### config.mk
export PLATFORM = sky130hd
export DESIGN_NAME = rob_commit
export DESIGN_NICKNAME = d
export VERILOG_FILES = /design/src/rtl/rv32i_types.sv /design/src/rtl/rob_commit_perf_counters.sv /design/src/rtl/rob_commit.sv
export SDC_FILE = /design/constraint.sdc
export NUM_CORES = 1
export LEC_CHECK = 0
export ABC_AREA = 1
export CAP_MARGIN = 10
export CORE_ASPECT_RATIO = 0.8
export CORE_MARGIN = 5
export CORE_UTILIZATION = 47
export DETAILED_ROUTE_END_ITERATION = 8
export PLACE_DENSITY = 0.85
export SKIP_LAST_GASP = 1
export SYNTH_ARGS = -nofsm -noshare
export SYNTH_HDL_FRONTEND = slang
export SYNTH_SLANG_ARGS = --single-unit
export TNS_END_PERCENT = 100
### constraint.sdc
create_clock -name clk -period 2.3 [get_ports clk]
set_input_delay 0.46 -clock clk [delete_from_list [all_inputs] [get_ports clk]]
set_output_delay 0.46 -clock clk [all_outputs]
set_load 0.01 [all_outputs]
### src/rtl/rv32i_types.sv
// Shared RV32I pipeline types: commit FSM states, ROB index width and reset PC.
package rv32i_types;

  localparam int unsigned ROB_IDX_W = 5;
  localparam logic [31:0] RESET_PC  = 32'h1eceb000;

  typedef enum logic [1:0] {
    RUN,
    STORE_WAIT,
    DRAIN
  } commit_state_t;

endpackage

### src/rtl/rob_commit_perf_counters.sv
// Retire and mispredict event counters; both wrap at their natural width.
module perf_counters (
  input  logic        clk,
  input  logic        rst,
  input  logic        retire_i,
  input  logic        mispred_i,
  output logic [63:0] retired_cnt_o,
  output logic [31:0] mispred_cnt_o
);

  logic [63:0] retired_q;
  logic [31:0] mispred_q;

  always_ff @(posedge clk) begin
    if (rst) begin
      retired_q <= '0;
      mispred_q <= '0;
    end else begin
      if (retire_i)  retired_q <= retired_q + 64'd1;
      if (mispred_i) mispred_q <= mispred_q + 32'd1;
    end
  end

  assign retired_cnt_o = retired_q;
  assign mispred_cnt_o = mispred_q;

endmodule

### src/rtl/rob_commit.sv
// In-order retire stage: drains the ROB head, writes the ARF, releases stores
// and raises a one-cycle flush with redirect PC on a mispredicted branch.
module rob_commit
  import rv32i_types::*;
#(
  parameter int unsigned ROB_DEPTH = 32,
  parameter logic [31:0] RESET_PC  = rv32i_types::RESET_PC
) (
  input  logic                         clk,
  input  logic                         rst,
  input  logic                         head_valid_i,
  input  logic                         head_done_i,
  input  logic [$clog2(ROB_DEPTH)-1:0] head_rob_idx_i,
  input  logic [31:0]                  head_pc_i,
  input  logic [31:0]                  head_inst_i,
  input  logic                         head_regf_we_i,
  input  logic [4:0]                   head_rd_addr_i,
  input  logic [31:0]                  head_rd_data_i,
  input  logic                         head_is_store_i,
  input  logic                         head_is_branch_i,
  input  logic                         head_pred_taken_i,
  input  logic                         head_br_en_i,
  input  logic [31:0]                  head_pc_new_i,
  input  logic                         store_ack_i,
  output logic                         dequeue_o,
  output logic                         regf_we_o,
  output logic [4:0]                   regf_addr_o,
  output logic [31:0]                  regf_data_o,
  output logic [$clog2(ROB_DEPTH)-1:0] rat_clr_idx_o,
  output logic                         store_commit_o,
  output logic                         flush_o,
  output logic [31:0]                  redirect_pc_o,
  output logic [63:0]                  retired_cnt_o,
  output logic [31:0]                  mispred_cnt_o
);

  localparam int unsigned IdxW = $clog2(ROB_DEPTH);

  commit_state_t   state_q;
  logic            regf_we_q;
  logic [4:0]      regf_addr_q;
  logic [31:0]     regf_data_q;
  logic [IdxW-1:0] rat_clr_idx_q;
  logic            store_commit_q;
  logic            flush_q;
  logic [31:0]     redirect_pc_q;

  logic head_ready;
  logic mispred;
  logic mispred_retire;
  logic unused_inst;

  assign unused_inst = ^head_inst_i;

  assign head_ready = head_valid_i & head_done_i;
  // A store flagged as a branch is still handled as a store.
  assign mispred    = head_is_branch_i & (head_br_en_i != head_pred_taken_i) & ~head_is_store_i;

  always_comb begin
    dequeue_o = 1'b0;
    case (state_q)
      RUN:        dequeue_o = head_ready & ~head_is_store_i;
      STORE_WAIT: dequeue_o = store_ack_i;
      default:    dequeue_o = 1'b0;
    endcase
    if (rst) dequeue_o = 1'b0;
  end

  assign mispred_retire = (state_q == RUN) & head_ready & mispred & ~rst;

  always_ff @(posedge clk) begin
    if (rst) begin
      state_q        <= RUN;
      regf_we_q      <= 1'b0;
      regf_addr_q    <= '0;
      regf_data_q    <= '0;
      rat_clr_idx_q  <= '0;
      store_commit_q <= 1'b0;
      flush_q        <= 1'b0;
      redirect_pc_q  <= RESET_PC;
    end else begin
      regf_we_q <= 1'b0;
      flush_q   <= 1'b0;
      case (state_q)
        RUN: begin
          if (head_ready) begin
            if (head_is_store_i) begin
              store_commit_q <= 1'b1;
              state_q        <= STORE_WAIT;
            end else begin
              if (head_regf_we_i && (head_rd_addr_i != 5'd0)) begin
                regf_we_q     <= 1'b1;
                regf_addr_q   <= head_rd_addr_i;
                regf_data_q   <= head_rd_data_i;
                rat_clr_idx_q <= head_rob_idx_i;
              end
              if (mispred) begin
                flush_q       <= 1'b1;
                redirect_pc_q <= head_br_en_i ? head_pc_new_i : head_pc_i + 32'd4;
                state_q       <= DRAIN;
              end
            end
          end
        end
        STORE_WAIT: begin
          if (store_ack_i) begin
            store_commit_q <= 1'b0;
            state_q        <= RUN;
          end
        end
        DRAIN:   state_q <= RUN;
        default: state_q <= RUN;
      endcase
    end
  end

  assign regf_we_o      = regf_we_q;
  assign regf_addr_o    = regf_addr_q;
  assign regf_data_o    = regf_data_q;
  assign rat_clr_idx_o  = rat_clr_idx_q;
  assign store_commit_o = store_commit_q;
  assign flush_o        = flush_q;
  assign redirect_pc_o  = redirect_pc_q;

  perf_counters u_perf_counters (
    .clk           (clk),
    .rst           (rst),
    .retire_i      (dequeue_o),
    .mispred_i     (mispred_retire),
    .retired_cnt_o (retired_cnt_o),
    .mispred_cnt_o (mispred_cnt_o)
  );

endmodule

After elaboration in Yosys (flattened, before gate mapping). Cells that the tools add are included. Widths: inputs -> output; s select.

Register bits: 175. Input bits: 148. Output and inout bits: 174. Logic and storage cells: 53.

Add/sub/neg operators: 3. Equality and inequality tests: 6. Mux-type cells: 14. Bitwise logic cells: 11. Reduce and logical (&&, ||, !) cells: 9.

Operators by type and width (count): $add 64x1->64 const B (1); $add 32x1->32 const B (1); $add 32x3->32 const B (1); $mux 32 (1); $reduce_and 4->1 (3); $mux 2 (4); $and 1x1->1 (7); $mux 1 (6); $ne 2x2->1 const B (3); $reduce_bool 5->1 (1); $not 1->1 (4); $pmux 1 s2 (2); $pmux 2 s2 (1); $reduce_or 4->1 (1); $ne 3x3->1 const B (1); $reduce_and 3->1 (1); $eq 2x1->1 const B (1); $logic_not 2->1 (1); $reduce_bool 2->1 (1); $logic_and 1x1->1 (1); $ne 1x1->1 (1).

Depth between registers and ports, before layout. Gate-level depths: netlist of the first run.

Depth after elaboration: 7. Depth in mapped cells: 12. Gate-level depth less buffers: 12.

Cells and area by module. Synthesis of the first run repeated with hierarchy kept, for this count alone.

Cells, all modules: 1538. Area total of the unflattened synthesis: 9781.9 um2.

By module, submodules not included: perf_counters (instances 1, cells each 938, area an instance 5728.0 um2, sequential area each 1921.8 um2); rob_commit (instances 1, cells each 600, area an instance 4053.9 um2, sequential area each 1581.5 um2).

Worst setup path after synthesis of the first run. No wires, ideal clock.

Kind: flip-flop to flip-flop. Start point: register u_perf_counters.retired_q[0] (netlist: u_perf_counters.retired_cnt_o[0]). End point: register u_perf_counters.retired_q[62] (netlist: u_perf_counters.retired_cnt_o[62]). Library setup time: 0.128 ns. Arrival: 1.618 ns. Required time: 2.172 ns. Path slack: 0.554 ns. Stages on the path, launching flop included: 11. Buffers on the path: 0. Clock period less this slack: 1.746 ns. Cells stage by stage: dfxtp_1 -> ha_1 -> inv_1 -> nor2_1 -> nand2_1 -> nor2_1 -> nand4_1 -> nor2_1 -> nand4_1 -> nand2_1 -> nor2_1.

Longest elaborated chain between the ends: 1.

RTL lines: start, declared (line rob_commit_perf_counters.sv:11) `logic [63:0] retired_q;`; start signal, assigned (line rob_commit_perf_counters.sv:19) `if (retire_i) retired_q <= retired_q + 64'd1;`; $add 64x1->64 (line rob_commit_perf_counters.sv:19).

Every way passes these cells. A chain may end at the register's enable or synchronous reset.

Worst setup path in the final report of the first run.
Start point: input port head_valid_i. End point: output port dequeue_o.

Longest elaborated chain between the ends: 4.

RTL lines: start, declared (line rob_commit.sv:11) `input logic head_valid_i,`; $and 1x1->1 (line rob_commit.sv:55) `assign head_ready = head_valid_i & head_done_i;`; $and 1x1->1 (line rob_commit.sv:62) `RUN: dequeue_o = head_ready & ~head_is_store_i;`; $pmux 1 s2 (line rob_commit.sv:61) `case (state_q)`; $mux 1 (line rob_commit.sv:66) `if (rst) dequeue_o = 1'b0;`; end, declared (line rob_commit.sv:25) `output logic dequeue_o,`.

Every way passes these cells.

==> summary.txt, run 1 <==
Post-Syn Instances: 1548
H-tree Lvls: 4
Place WS: -135.5 ps
clock share of power: 0.431
post-route antenna net violation count: 0
max_cap viols: 0
clk sinks: 175
VDD IR-drop max: 0.0003154 V
setup ws final: 182.7 ps
P per Cell Area: 482.5 nW/um2
final setup vio count: 0
Routed wire per std cell: 16.37 um
Detail Route met2 WL: 15440 um
Starting Density: 0.4725
most frequent cells in the layout: nand2_1, nor2_1, clkdlybuf4s50_1
status: complete, no violations
Pwr Total: 0.006635 W
total CTS buffers: 17
Top FF cell, synth: dfxtp_1
layout net count: 2015
EDFF count, synth: 0
Synth Net Count: 1699
top sig layer: met4
Clock Latency Late Sink: 450 ps
vias in the first global route: 10660
CP max FO: 2
CP Buf/Inv Count: 4
Syn. warnings: 0
Async SR Flop Fraction: 0
DRT met1 WL: 14710 um
All-Layer GR Usage: 0.2886
routed vias/inst: 5.318
gr ovfl total: 0
I/O pin count: 322
sequential area share after synthesis: 0.3623
Vias: 11410
Initial DRT Pass Iterations: 5
Lkg Pwr: 4.994 nW
DIE AREA: 23560 um2
Post-Route WL: 35110 um
Synth Cell Area: 9671 um2
Most Frequent Cell on Critical Path: nand2_8
post-layout util: 0.6719
pin slew with the least headroom to its limit: 643.0 ps
Reg power frac: 0.466
max-slew violation count: 0
synthesized area per cell: 6.247 um2
Hold Path Origin: rst
Synth-to-Final Area Change: 42.19%
initial antenna violation count: 0
GPL Wtd Cong: 0.9894
Slowest-stage cell, CP: clkdlybuf4s50_1
post-detail-place hpwl: 27550 um
fmax: 472.3 MHz
Largest stage delay, worst path: 450 ps
die span in x: 170.4 um
critical setup path kind: input pin to output port
met3 routed WL: 3975 um
critical-path cell list: clkdlybuf4s50_1 > nand2_1 > inv_2 > nand3_4 > nand2_8 > nand2_8 > inv_6 > dlygate4sd2_1
startpoint class of the critical path: input pin
Net Sw Frac: 0.2660
fin crit share: 0.9206
synth unique cells: 36
worst min-delay path class: input pin to flip-flop
first-pass GRT wire length: 55430 um
clk buf depth: 2
fraction of final layout cells sized beyond drive strength 1: 0.07090
PortBufs: 289
first-iteration detailed-routing DRC count: 1046
RR Startpoint: u_perf_counters.mispred_cnt_o[1]
family with the most delay on the worst path: buffers and inverters
Critical Path End Type: output port
Yosys reg bits: 175
Int Power: 0.004870 W
most common cell after layout, fill and taps aside: nand2_1
# DRC: 0
Final min period: 2117 ps
Worst EP arrival: 1660 ps
CTS tree: done
largest net degree at the start of global routing: 55
Slew headroom: 0.5714
diodes inserted: 0
required time of the critical path: 1840 ps
NetSw: 0.001765 W
Post-Route Skew: 15.23 ps
Worst Setup SP: head_valid_i
CTS clk-pin slew, worst paths: 70 ps
final hold violations: 0
Setup TNS Final: 0 ps
RSZ-0062 raised after global routing: false
Die Y: 138.3 um
clk root buf: clkbuf_16
Gate power share: 0.102
Core Footprint: 20460 um2
FP Rows: 47
Yosys cell counts (6+ instances only):
cell	instances	area, um2
a21oi_1	98	490.5
buf_1	6	22.52
buf_2	11	55.05
clkbuf_1	26	97.59
dfxtp_1	175	3503
inv_1	128	480.5
inv_2	7	26.28
nand2_1	409	1535
nand3_1	67	335.3
nand3b_1	16	120.1
nand4_1	42	262.8
nor2_1	338	1269
nor2_2	10	62.56
nor2_4	8	90.09
nor3_1	27	135.1
o21a_1	7	52.55
o21ai_0	110	550.5
xnor2_1	13	113.9
xor2_1	10	87.58
sequential cells by signal (all words and copies together) (netlist names):
signal,cells
u_perf_counters.retired_cnt_o,64
redirect_pc_o,32
regf_data_o,32
u_perf_counters.mispred_cnt_o,32
rat_clr_idx_o,5
regf_addr_o,5
state_q,2
flush_o,1
regf_we_o,1
store_commit_o,1
final timing paths:
check | to | slack (ps) | cells past startpoint
setup / recovery | dequeue_o | 180 | 8
hold / removal | u_perf_counters.retired_cnt_o[9] | 400 | 3
setup reg to reg | u_perf_counters.mispred_cnt_o[30] | 280 | 10
hold reg to reg | redirect_pc_o[19] | 470 | 2
final cells by class:
cell class,count,area [um2]
fillers,1816,6714
well taps,269,336.6
clock inverters,14,147.6
inverters,136,516.7
flip-flops and latches,175,3503
multi-input cells,1192,5461
clock buffers,17,425.4
repair buffers,342,3359
power by group through the flow:
stage | registers, W | clock network [W] | logic [W]
floorplan | 0.00318 | 0 | 0.000241
global placement | 0.00316 | 0 | 0.000668
detailed placement | 0.00317 | 0 | 0.000676
CTS | 0.00309 | 0.00291 | 0.000679
global route | 0.00310 | 0.00305 | 0.000736
finish | 0.00310 | 0.00286 | 0.000680
layer usage:
metal	vias up	GRT usage
li1	5614	-
met3	60	0.09247
met4	0	0.08908
met5	-	0
met1	5178	0.3723
met2	556	0.4609
stage by stage:
step | std cells | hold WS [ps] | area [um2]
finish | 2145 | 397.4 | 13750
global placement | 2114 | 449.6 | 13180
detailed placement | 2114 | 456.3 | 13180
global route | 2145 | 382.0 | 13750
floorplan | 1548 | 483.7 | 9671
CTS | 2145 | 376.7 | 13750
what timing repair did:
action	in CTS	in global routing
setup buffers	0	0
hold buffers	0	0
gates resized for setup	2	0
endpoints found under the setup margin	1	0
tightest hold or removal path, delay by kind of cell:
kind / cells / cell delay (ps)
compound gates: 2 / 160
buf+inv: 1 / 170
logic make-up (layout without fill, tap and decap cells):
group	after synthesis	after routing	synth area share
buffers and inverters	181	509	0.07297
AOI/OAI and AO/OA	222	222	0.1183
adders and majority gates	3	3	0.003882
xor gates and xnor gates	23	23	0.02083
and+or+nand+nor	944	944	0.4218
DFF	175	175	0.3623
Note: power is estimated with default switching activity, not from simulation.
==> inputs of run 2 (changes only) <==
- clock period: 2.3 -> 1.95 ns (I/O delays scaled with it)
==> summary.txt, run 2 (same netlist as run 1, synthesis figures left out) <==
max_cap viols: 0
Slowest-stage cell, CP: clkdlybuf4s50_1
Critical Path End Type: output port
post-route insts no fill: 2200
NetSw: 0.002164 W
Starting Density: 0.4725
Largest stage delay, worst path: 600 ps
Layout fillers: 1769
area of the multi-input gates: 5474 um2
CP Buf/Inv Count: 1
Reg power frac: 0.456
Core Footprint: 20460 um2
FP Rows: 47
RR Startpoint: u_perf_counters.mispred_cnt_o[1]
layout net count: 2069
total CTS buffers: 17
clk buf depth: 2
I/O pin count: 322
P per Cell Area: 563.8 nW/um2
Net Sw Frac: 0.2702
most frequent cells in the layout: nand2_1, nor2_1, clkdlybuf4s50_1
CP Depth: 1
final hold violations: 0
final setup vio count: 0
routed vias/inst: 5.274
largest net degree at the start of global routing: 57
vias in the first global route: 10630
family with the most delay on the worst path: buffers and inverters
Worst Setup EP: mispred_cnt_o[22]
clk sinks: 175
H-tree Lvls: 4
CTS tree: done
die span in x: 170.4 um
fraction of final layout cells sized beyond drive strength 1: 0.1031
Lkg Pwr: 5.318 nW
Int Power: 0.005846 W
Post-Route WL: 35700 um
first-iteration detailed-routing DRC count: 986
startpoint class of the critical path: flip-flop
post-route antenna net violation count: 0
All-Layer GR Usage: 0.2882
RSZ-0062 raised after global routing: false
WHS: 260.8 ps
Final min period: 1900 ps
VDD IR-drop max: 0.0004394 V
Worst R2R End: u_perf_counters.mispred_cnt_o[16]
most common cell after layout, fill and taps aside: nand2_1
GPL Wtd Cong: 0.9495
fin crit share: 0.9744
clk root buf: clkbuf_16
max-slew violation count: 0
Gate power share: 0.107
CP max FO: 6
first-pass GRT wire length: 55590 um
pin slew with the least headroom to its limit: 633.5 ps
r2r setup slk: 80 ps
Worst Setup SP: u_perf_counters.mispred_cnt_o[22]
worst min-delay path class: input pin to flip-flop
gr ovfl total: 0
post-detail-place hpwl: 28220 um
Synth-to-Final Area Change: 46.91%
worst-case reg-to-reg path depth: 8
required time of the critical path: 1560 ps
diodes inserted: 0
fmax: 526.3 MHz
Slew headroom: 0.5777
Post-Route Skew: 17.45 ps
CTS clk-pin slew, worst paths: 70 ps
Setup Fix Bufs, Post-CTS: 0
DIE AREA: 23560 um2
initial antenna violation count: 0
status: complete, no violations
PortBufs: 289
Routed wire per std cell: 16.23 um
sequential cell area: 3510 um2
post-layout util: 0.6942
Clock Latency Late Sink: 440 ps
Die Y: 138.3 um
Placed Cells: 2168
max reg flops: 64
critical setup path kind: flip-flop to output port
clock share of power: 0.437
# DRC: 0
Initial DRT Pass Iterations: 6
critical-path cell list: clkdlybuf4s50_1
Worst EP arrival: 1510 ps
Vias: 11600
-- run 2: changes by cell type in the layout (fill, tap and decap cells not counted), sizes merged --
| cell | previous run | this run |
|---|---|---|
| clkinv | 5 | 7 |
| dlygate4sd2 | 1 | 0 |
| dlymetal6s2s | 0 | 2 |
| clkbuf | 17 | 18 |
| buf | 54 | 109 |
| clkdlybuf4s50 | 287 | 285 |
| clkinvlp | 2 | 0 |
-- run 2: power by group through the flow --
stage | Combinational, W | Clock, W | Sequential, W
after detailed placement | 0.000849 | 0 | 0.00373
after floorplan | 0.000285 | 0 | 0.00376
after global routing | 0.000923 | 0.00371 | 0.00366
after CTS | 0.000854 | 0.00355 | 0.00365
after global placement | 0.000837 | 0 | 0.00373
final | 0.000857 | 0.00350 | 0.00365
-- run 2: area by class of cell --
type	instances	share of cell area
multi-input combinational	1192	0.3853
sequential	175	0.2470
inverter	136	0.03637
timing repair buffer	396	0.2651
clock buffer	18	0.03091
clock inverter	14	0.01162
tap	269	0.02369
-- run 2: layer usage --
metal	wire, um	track usage	vias up	share of wire
li1	-	-	5723	-
met1	15220	0.3844	5293	0.43
met2	15980	0.4619	525	0.45
met3	3692	0.07705	62	0.10
met4	803	0.07815	0	0.022
met5	0	0	-	0
-- run 2: worst min-delay path by stage --
stage / start / end / cells past startpoint / slack [ps]
after global routing: rst / regf_we_o / 2 / 260
after CTS: rst / regf_we_o / 2 / 240
final: rst / regf_we_o / 2 / 260
after global placement: redirect_pc_o[12] / redirect_pc_o[12] / 2 / 450
after floorplan: store_commit_o / store_commit_o / 2 / 480
after detailed placement: store_commit_o / store_commit_o / 2 / 460
-- run 2: what timing repair did --
action / in CTS / in global routing
hold buffers: 0 / 0
gates resized for setup: 4 / 13
gates cloned: 0 / 0
hold endpoints to repair: 0 / 0
setup endpoints to repair: 1 / 15
pin swaps: 0 / 1
-- run 2: per-stage QoR --
stage | power [W] | setup TNS (ps) | area, um2 | worst slack [ps]
3_3_place_gp | 0.004568 | -22150 | 13580 | -323.0
2_1_floorplan | 0.004041 | 0 | 9671 | 204.5
3_5_place_dp | 0.004583 | -27540 | 13580 | -398.2
5_1_grt | 0.008288 | 0 | 14210 | 2.162
6_report | 0.008010 | 0 | 14210 | 49.86
4_1_cts | 0.008052 | 0 | 14190 | 2.523
